**src/rtl/piece_mover.sv**
```systemverilog
`default_nettype none
// ============================================================================
// Module   : piece_mover
// Purpose  : Chess board state holder. It takes pick/place requests from a
//            cursor decoder, keeps the 8x8 board, tracks the side to move and
//            commits one move at a time through an IDLE/HELD/COMMIT FSM.
// Ports    : clk            - system clock, rising edge
//            rst            - asynchronous active-high reset (restores the
//                             start position)
//            pick_piece     - level; a rising edge requests selection
//            place_piece    - level; a rising edge requests placement
//            mouse_position - [5:3] row, [2:0] column under the cursor
//            board          - registered board, board[row][col], 4-bit codes
//                             (0 empty, 1..6 P N B R Q K, bit3 = black)
//            sel_valid      - a piece is currently held
//            sel_square     - square of the held piece
//            turn           - side to move (0 white, 1 black)
//            move_done      - one-cycle pulse when a move is written
//            move_reject    - one-cycle pulse when a request is refused
// Config   : PIECE_MOVER_TURN_CHECK_EN - when defined, pick and place colour
//            checks are made against turn; otherwise any non-empty square is
//            pickable and a place is refused only onto a same-colour piece.
// Revision : 1.0 - initial release
// ============================================================================
module piece_mover #(
    parameter logic INIT_TURN = 1'b0
) (
    input  logic       clk,
    input  logic       rst,
    input  logic       pick_piece,
    input  logic       place_piece,
    input  logic [5:0] mouse_position,
    output logic [3:0] board [0:7][0:7],
    output logic       sel_valid,
    output logic [5:0] sel_square,
    output logic       turn,
    output logic       move_done,
    output logic       move_reject
);

    typedef enum logic [1:0] {
        IDLE   = 2'd0,
        HELD   = 2'd1,
        COMMIT = 2'd2
    } state_t;

    state_t     r_state;
    state_t     w_next_state;
    logic       r_pick_prev;
    logic       r_place_prev;
    logic [5:0] r_target;

    logic       w_pick_edge;
    logic       w_place_edge;
    logic [3:0] w_cursor_piece;
    logic [3:0] w_held_piece;
    logic       w_pick_ok;
    logic       w_target_blocked;
    logic       w_do_select;
    logic       w_do_cancel;
    logic       w_do_reject;
    logic       w_do_latch;

    // Start position: back rank piece type by column, colour by row.
    function automatic logic [3:0] start_piece(input logic [2:0] row, input logic [2:0] col);
        logic [2:0] kind;
        case (col)
            3'd0, 3'd7: kind = 3'd4;
            3'd1, 3'd6: kind = 3'd2;
            3'd2, 3'd5: kind = 3'd3;
            3'd3:       kind = 3'd5;
            default:    kind = 3'd6;
        endcase
        case (row)
            3'd0:    start_piece = {1'b1, kind};
            3'd1:    start_piece = 4'd9;
            3'd6:    start_piece = 4'd1;
            3'd7:    start_piece = {1'b0, kind};
            default: start_piece = 4'd0;
        endcase
    endfunction

    assign w_pick_edge    = pick_piece  & ~r_pick_prev;
    assign w_place_edge   = place_piece & ~r_place_prev;
    assign w_cursor_piece = board[mouse_position[5:3]][mouse_position[2:0]];
    assign w_held_piece   = board[sel_square[5:3]][sel_square[2:0]];

`ifdef PIECE_MOVER_TURN_CHECK_EN
    assign w_pick_ok        = (w_cursor_piece != 4'd0) && (w_cursor_piece[3] == turn);
    assign w_target_blocked = (w_cursor_piece != 4'd0) && (w_cursor_piece[3] == turn);
`else
    assign w_pick_ok        = (w_cursor_piece != 4'd0);
    assign w_target_blocked = (w_cursor_piece != 4'd0) && (w_cursor_piece[3] == w_held_piece[3]);
`endif

    // State register
    always_ff @(posedge clk or posedge rst) begin
        if (rst) begin
            r_state <= IDLE;
        end else begin
            r_state <= w_next_state;
        end
    end

    // Next state and per-cycle actions. Only pick edges matter in IDLE and
    // only place edges in HELD, which also settles simultaneous edges.
    always_comb begin
        w_next_state = r_state;
        w_do_select  = 1'b0;
        w_do_cancel  = 1'b0;
        w_do_reject  = 1'b0;
        w_do_latch   = 1'b0;
        case (r_state)
            IDLE: begin
                if (w_pick_edge) begin
                    if (w_pick_ok) begin
                        w_do_select  = 1'b1;
                        w_next_state = HELD;
                    end else begin
                        w_do_reject  = 1'b1;
                    end
                end
            end
            HELD: begin
                if (w_place_edge) begin
                    if (mouse_position == sel_square) begin
                        w_do_cancel  = 1'b1;
                        w_next_state = IDLE;
                    end else if (w_target_blocked) begin
                        w_do_reject  = 1'b1;
                    end else begin
                        w_do_latch   = 1'b1;
                        w_next_state = COMMIT;
                    end
                end
            end
            COMMIT: begin
                // Single write cycle; any edge seen here is dropped.
                w_next_state = IDLE;
            end
            default: begin
                w_next_state = IDLE;
            end
        endcase
    end

    // Datapath: edge history, selection, board and status outputs.
    always_ff @(posedge clk or posedge rst) begin
        if (rst) begin
            r_pick_prev  <= 1'b0;
            r_place_prev <= 1'b0;
            r_target     <= 6'd0;
            sel_valid    <= 1'b0;
            sel_square   <= 6'd0;
            turn         <= INIT_TURN;
            move_done    <= 1'b0;
            move_reject  <= 1'b0;
            for (int r = 0; r < 8; r++) begin
                for (int c = 0; c < 8; c++) begin
                    board[r][c] <= start_piece(3'(r), 3'(c));
                end
            end
        end else begin
            r_pick_prev  <= pick_piece;
            r_place_prev <= place_piece;
            move_reject  <= w_do_reject;
            move_done    <= (r_state == COMMIT);

            if (w_do_select) begin
                sel_square <= mouse_position;
                sel_valid  <= 1'b1;
            end
            if (w_do_cancel) begin
                sel_valid  <= 1'b0;
            end
            if (w_do_latch) begin
                r_target   <= mouse_position;
            end

            // Target and source never coincide here (equal squares cancel).
            if (r_state == COMMIT) begin
                board[r_target[5:3]][r_target[2:0]]     <= w_held_piece;
                board[sel_square[5:3]][sel_square[2:0]] <= 4'd0;
                turn      <= ~turn;
                sel_valid <= 1'b0;
            end
        end
    end

endmodule
`default_nettype wire

```
**config.mk**
```make
export PLATFORM = sky130hd
export DESIGN_NAME = piece_mover
export DESIGN_NICKNAME = d
export VERILOG_FILES = /design/src/rtl/piece_mover.sv
export SDC_FILE = /design/constraint.sdc
export NUM_CORES = 1
export LEC_CHECK = 0
export ABC_AREA = 1
export CORE_MARGIN = 3
export CORE_UTILIZATION = 50
export DETAILED_ROUTE_END_ITERATION = 10
export PLACE_DENSITY = 0.77
export REMOVE_ABC_BUFFERS = 1
export SLEW_MARGIN = 15
export SYNTH_ARGS = -nofsm -noshare
export SYNTH_HDL_FRONTEND = slang
export SYNTH_SLANG_ARGS = --single-unit
```
**constraint.sdc**
```tcl
create_clock -name clk -period 8.9 [get_ports clk]
set_clock_uncertainty 0.1 [all_clocks]
set_input_delay 1.78 -clock clk [delete_from_list [all_inputs] [get_ports clk]]
set_output_delay 1.78 -clock clk [all_outputs]
set_load 0.01 [all_outputs]
```
==> reports/qor.csv, run 1 <==
metric,value,unit
status,"finished, final reports clean",
Most used DFF post-synth,sky130_fd_sc_hd__dfrtp_1,
share of async-settable or async-resettable flops after synthesis,100,%
cell leakage power,9.39,nW
total power per unit cell area,238,mW/mm^2
number of nets with antenna violations after routing,0,
count of mapped cells out of synthesis,2978,
critical-path maximum fanout,67,
I/O Buffers,275,
placed cell area,0.0216,mm^2
synth unique cells,34,
Detailed Place HPWL,52.0,mm
layout cells sized above 1,5.22,%
number of hold buffers added after cts,0,
clock tree from TritonCTS,done,
detailed-routing iteration count for the pre-antenna-repair pass,6,
overall routed net length,82.5,mm
Core Region,0.0369,mm^2
biggest area contributors in the synthesized netlist,"sky130_fd_sc_hd__dfrtp_1 (29%), sky130_fd_sc_hd__nand2_1 (21%), sky130_fd_sc_hd__nand3_1 (8.2%)",
clock root buffer,sky130_fd_sc_hd__clkbuf_16,
Max Clk Rate,182,MHz
Post-route DRC,0,
most frequent cells after synthesis,"sky130_fd_sc_hd__nand2_1 (1068), sky130_fd_sc_hd__inv_1 (313), sky130_fd_sc_hd__nand3_1 (309)",
dominant cell by count in the synthesized netlist,sky130_fd_sc_hd__nand2_1,
residual overflow from global routing,0,
number of flops mapped to enable cells by yosys,0,
post-route cell area,0.0228,mm^2
pin count of the biggest net entering global routing,132,
share of the clock period used by the worst path,61.8,%
Tmin final,5.50,ns
Starting Density,51.0,%
I/O Pins,276,
most area-hungry cell type in the Yosys netlist,sky130_fd_sc_hd__dfrtp_1,
worst min path class,reg -> reg,
Ys Warns,0,
final weighted congestion of routability-driven global placement,1.00,
Final Hold Violating Endpoints,0,
Post-Synthesis Mean Instance Area,6.31,um^2
portion of the post-synthesis area used by sequential elements,37.1,%
RSZ-0062 raised after global routing,no,
Yosys top cell area share,29.3,%
Vert. Die Dim,200,um
buffer levels on the longest clock path,3,
overall die area,0.0400,mm^2
global-route wire length before repair,124,mm
Setup Viol. Count Final,0,
area grow syn2layout,21.2,%
total vias in the final route,22500,
slack of the worst reg-to-reg path,3.55,ns
Crit path arrival time,5.79,ns
critical path endpoint category,flop,
# fillers,3463,
number of antenna cells inserted,0,
Clock Pin Slew Worst Setup and Hold Paths,0.06,ns
number of setup buffers added after CTS,0,
cts bufs inserted,34,
register bit count reported by yosys,276,
maximum vdd ir drop,148,uV
GRT Overall Usage,40.2,%
insertion delay to the later sink of the worst-skew pair,0.54,ns
number of DRC violations after detailed-routing iteration 0,3440,
Max-slew headroom,17.3,%
required time of the critical path,9.19,ns
Vias/cell,6.11,
num rows,70,
Slew Limit Fails,0,
CP Launch Type,primary input,
Slew @ Worst Pin,1.24,ns
critical setup path kind,in -> reg,
number of gates given a new drive strength after cts,0,
number of antenna violations at the first check in global routing,2,
vias in the first global route,20900,
sink count of the clock tree,276,
die width,200,um
layout net count,3162,
WL per Instance,22.4,um
total of max-cap violations,0,
sum of negative setup slack,0,ns
post-synthesis cell area,0.0188,mm^2
# H-tree levels,2,
[final cells by class]
cell class | count | area [um^2] | area share [%]
clock inverters | 9 | 126 | 0.555
clock buffers | 53 | 1040 | 4.55
multi-input cells | 2216 | 9840 | 43.2
flip-flops and latches | 276 | 6980 | 30.6
repair buffers | 299 | 2940 | 12.9
well taps | 504 | 631 | 2.77
inverters | 325 | 1230 | 5.41
[per-stage QoR]
| step | total power, mW | util, % | setup WS [ns] | cells | hold WS (ns) |
|---|---|---|---|---|---|
| 2_1_floorplan | 2.70 | - | -0.496 | 2817 | 0.380 |
| 3_3_place_gp | 3.83 | 58.6 | 3.51 | 3620 | 0.360 |
| 3_5_place_dp | 3.86 | 58.6 | 3.57 | 3620 | 0.359 |
| 4_1_cts | 5.32 | 61.8 | 3.93 | 3682 | 0.369 |
| 5_1_grt | 5.59 | 61.8 | 3.25 | 3682 | 0.392 |
| 6_report | 5.43 | 61.8 | 3.40 | 3682 | 0.367 |
[cells in the final DEF, fill, tap and decap left out, types with 2 or more instances in the layout]
cell,n
sky130_fd_sc_hd__o2111ai_1,5
sky130_fd_sc_hd__nand3_2,3
sky130_fd_sc_hd__clkinv_2,5
sky130_fd_sc_hd__nor2_1,197
sky130_fd_sc_hd__clkbuf_8,5
sky130_fd_sc_hd__a21oi_1,225
sky130_fd_sc_hd__nor4_1,2
sky130_fd_sc_hd__bufinv_16,3
sky130_fd_sc_hd__nand3_4,2
sky130_fd_sc_hd__o211ai_1,9
sky130_fd_sc_hd__o21ai_0,208
sky130_fd_sc_hd__o22ai_1,43
sky130_fd_sc_hd__clkbuf_1,11
sky130_fd_sc_hd__inv_1,309
sky130_fd_sc_hd__nor3_1,26
sky130_fd_sc_hd__inv_2,11
sky130_fd_sc_hd__nand2_4,2
sky130_fd_sc_hd__clkinv_1,2
sky130_fd_sc_hd__nand2_1,1067
sky130_fd_sc_hd__o221ai_1,2
sky130_fd_sc_hd__buf_4,24
sky130_fd_sc_hd__nand3_1,309
sky130_fd_sc_hd__a22oi_1,12
sky130_fd_sc_hd__clkdlybuf4s50_1,273
sky130_fd_sc_hd__nor3_2,4
sky130_fd_sc_hd__a221oi_1,16
sky130_fd_sc_hd__nor2_4,5
sky130_fd_sc_hd__dfstp_2,56
sky130_fd_sc_hd__a221oi_2,2
sky130_fd_sc_hd__clkbuf_16,37
sky130_fd_sc_hd__o21ai_1,72
sky130_fd_sc_hd__dfrtp_1,219
[routing by layer]
metal | track usage (%) | vias to the layer above | wire, um | share of wire (%)
met3 | 10.8 | 416 | 11800 | 14
met2 | 60.1 | 1877 | 34900 | 42
met1 | 53.2 | 10200 | 30200 | 37
met5 | 0 | - | 21 | 0.025
li1 | - | 9975 | - | -
met4 | 22.8 | 4 | 5540 | 6.7
[state kept, by name, indices dropped and copies added, names as in the netlist]
register	count
move_reject	1
r_state	2
r_pick_prev	1
r_place_prev	1
r_target	6
sel_square	6
sel_valid	1
turn	1
move_done	1
board	256
[worst max-delay path, cell delays in order]
cell and delay [ns]:
sky130_fd_sc_hd__buf_2 0.08, sky130_fd_sc_hd__buf_4 0.68, sky130_fd_sc_hd__clkinv_2 1.18, sky130_fd_sc_hd__nand3_1 0.37
sky130_fd_sc_hd__a21oi_1 0.11, sky130_fd_sc_hd__o21ai_0 0.38, sky130_fd_sc_hd__nand2_1 0.14, sky130_fd_sc_hd__nand2_1 0.10
sky130_fd_sc_hd__nand2_1 0.06, sky130_fd_sc_hd__nand2_1 0.07, sky130_fd_sc_hd__nand2_1 0.07, sky130_fd_sc_hd__nand2_1 0.10
sky130_fd_sc_hd__nand3_1 0.32, sky130_fd_sc_hd__nand2_1 0.16, sky130_fd_sc_hd__o21ai_0 0.11
[path summary, 6_finish.rpt]
path	start	endpoint	cells past startpoint
setup / recovery	mouse_position[4]	sel_square[1]$_DFFE_PP0P_	15
hold / removal	turn$_DFFE_PP0P_	turn$_DFFE_PP0P_	1
setup reg to reg	sel_square[3]$_DFFE_PP0P_	board[164]$_DFFE_PP0P_	11
hold reg to reg	turn$_DFFE_PP0P_	turn$_DFFE_PP0P_	1
max in group asynchronous	rst	sel_square[3]$_DFFE_PP0P_	3
min in group asynchronous	rst	board[143]$_DFFE_PP0P_	2
[where the power goes]
| group | switching, mW | total (mW) | internal [mW] |
|---|---|---|---|
| combinational | 1.56 | 2.17 | 0.616 |
| sequential | 0.310 | 1.79 | 1.48 |
| clock | 0.579 | 1.47 | 0.890 |
[kinds of logic after synthesis]
family | count (synthesis) | share of synthesized area [%]
AND/OR/NAND/NOR | 1619 | 35.1
AO/OA/AOI/OAI | 596 | 17.0
buffers and inverters | 486 | 10.8
flip-flops | 276 | 37.1
XOR/XNOR | 1 | 0.0466
Power figures use the tool's default switching activity.
==> inputs of run 2 (changes only) <==
==> constraint.sdc (replaced) <==
create_clock -name clk -period 4.6 [get_ports clk]
set_clock_uncertainty 0.1 [all_clocks]
set_input_delay 0.92 -clock clk [delete_from_list [all_inputs] [get_ports clk]]
set_output_delay 0.92 -clock clk [all_outputs]
set_load 0.01 [all_outputs]
==> reports/qor.csv, run 2 (same netlist as run 1, synthesis figures left out) <==
metric,value,unit,change
clock root buffer,sky130_fd_sc_hd__clkbuf_16,,
number of DRC violations after detailed-routing iteration 0,3104,,-9.8%
Starting Density,51.0,%,unchanged
Max Clk Rate,275,MHz,
Slew @ Worst Pin,1.12,ns,-0.118 ns
total vias in the final route,22500,,-0.17%
detailed-routing iteration count for the pre-antenna-repair pass,6,,unchanged
cts bufs inserted,36,,+5.9%
flip-flop count of the largest register after layout,256,,unchanged
area grow syn2layout,23.1,%,
Slew Limit Fails,0,,unchanged
number of hold buffers added after cts,0,,unchanged
total of max-cap violations,0,,unchanged
residual overflow from global routing,0,,unchanged
# fillers,3473,,+0.29%
slowest cell on the critical path,sky130_fd_sc_hd__dfrtp_2,,
Setup Viol. Count Final,0,,unchanged
Crit path arrival time,4.03,ns,-1.76 ns
critical setup path kind,reg -> reg,,
number of gates given a new drive strength after cts,0,,unchanged
# H-tree levels,2,,unchanged
utilization after layout,62.8,%,+0.98 points
share of the clock period used by the worst path,79.0,%,
final instance count without filler cells,3721,,+1.1%
layout cells sized above 1,6.25,%,+1.0 points
Post-route DRC,0,,unchanged
Crit path buffers/inverters,4,,+1
placed cell area,0.0219,mm^2,+1.5%
die width,200,um,unchanged
Tmin final,3.64,ns,
insertion delay to the later sink of the worst-skew pair,0.56,ns,+0.02 ns
I/O Buffers,275,,unchanged
number of nets with antenna violations after routing,0,,unchanged
DP Cell Count,3656,,+0.99%
most frequent standard cell in the layout excluding fill and tap cells,sky130_fd_sc_hd__nand2_1,,
sink count of the clock tree,276,,unchanged
clock tree from TritonCTS,done,,
"commonest non-fill, non-tap cells in the layout","sky130_fd_sc_hd__nand2_1 (1067), sky130_fd_sc_hd__inv_1 (310), sky130_fd_sc_hd__nand3_1 (309)",,
GRT Overall Usage,41.7,%,+1.5 points
largest stage delay on the critical path,0.79,ns,-0.39 ns
register with the highest flop count,board,,
overall power,10.7,mW,+97%
required time of the critical path,4.99,ns,-4.20 ns
number of setup buffers added after CTS,0,,unchanged
Crit path max-delay family,buffers and inverters,,
buffer levels on the longest clock path,3,,unchanged
status,"finished, final reports clean",,
I/O Pins,276,,unchanged
biggest registers after layout,"board (256), r_target (6), sel_square (6)",,
Max-slew headroom,25.2,%,+7.9 points
cell leakage power,9.63,nW,+2.6%
final weighted congestion of routability-driven global placement,0.995,,-0.90%
cells along the critical path,buf_4 > nand3_4 > inv_2 > buf_4 > a22oi_1 > o2111ai_1 > nand2_1 > nand2_1 > nor2_1 > nand2_2 > buf_4 > o21ai_0 > nand2_1,,
num rows,70,,unchanged
Core Region,0.0369,mm^2,unchanged
Vert. Die Dim,200,um,unchanged
overall die area,0.0400,mm^2,unchanged
WL per Instance,22.8,um,+1.9%
Vias/cell,6.04,,-1.2%
Final Hold Violating Endpoints,0,,unchanged
Hold Worst Slack,0.363,ns,-0.00392 ns
CP Launch Type,flop,,
overall routed net length,84.9,mm,+3.0%
vias in the first global route,21100,,+0.92%
RSZ-0062 raised after global routing,no,,
Clock Pin Slew Worst Setup and Hold Paths,0.06,ns,about the same
worst min path class,reg -> reg,,
number of antenna violations at the first check in global routing,2,,unchanged
layout net count,3200,,+1.2%
post-route cell area,0.0231,mm^2,+1.6%
Detailed Place HPWL,55.8,mm,+7.2%
pin count of the biggest net entering global routing,102,,-23%
global-route wire length before repair,127,mm,+2.7%
maximum vdd ir drop,299,uV,+100%
total power per unit cell area,463,mW/mm^2,+94%
critical path endpoint category,flop,,
critical-path maximum fanout,32,,-52%
-- run 2: changes by cell type in the layout (fill, tap and decap cells not counted), sizes merged --
cell,change
clkinvlp,-1
clkbuf,+1
inv,+1
clkinv,+1
diode,+1
buf,+36
-- run 2: per-layer routing --
metal / global-route usage [%] / wire (um) / vias to the layer above
met3: 10.6 / 12100 / 374
met5: 0 / 13 / -
li1: - / - / 10100
met2: 61.9 / 35800 / 1814
met1: 55.5 / 31300 / 10200
met4: 24.3 / 5740 / 2
-- run 2: path summary, 6_finish.rpt --
| path | from | end | slack [ns] | depth (start not counted) |
|---|---|---|---|---|
| worst max register to register | sel_square[3]$_DFFE_PP0P_ | board[168]$_DFFE_PP0P_ | 0.96 | 13 |
| worst max-delay path | sel_square[3]$_DFFE_PP0P_ | board[168]$_DFFE_PP0P_ | 0.96 | 13 |
| min in group asynchronous | rst | board[141]$_DFFE_PP0P_ | 0.76 | 2 |
| max in group asynchronous | rst | board[56]$_DFFE_PP1P_ | 2.58 | 3 |
| worst min register to register | turn$_DFFE_PP0P_ | turn$_DFFE_PP0P_ | 0.36 | 1 |
| worst min-delay path | turn$_DFFE_PP0P_ | turn$_DFFE_PP0P_ | 0.36 | 1 |
-- run 2: area by class of cell --
class,instances,area [um^2],area share (%)
antenna,1,2.50,0.0108
multi-input combinational,2216,9810,42.4
sequential,276,6980,30.1
inverter,325,1230,5.32
tap,504,631,2.72
clock inverter,10,125,0.541
timing repair buffer,335,3300,14.2
clock buffer,54,1070,4.62
-- run 2: stage by stage --
step | setup slack (ns) | TNS (ns)
2_1_floorplan | -4.43 | -1831.51
3_5_place_dp | 0.708 | 0
3_3_place_gp | 0.765 | 0
5_1_grt | 0.855 | 0
4_1_cts | 1.10 | 0
6_report | 0.965 | 0
-- run 2: power by group --
part	switching, mW	leakage (nW)	internal, mW
Clock	1.16	0.594	1.77
Combinational	3.06	5.42	1.31
Sequential	0.552	3.61	2.86
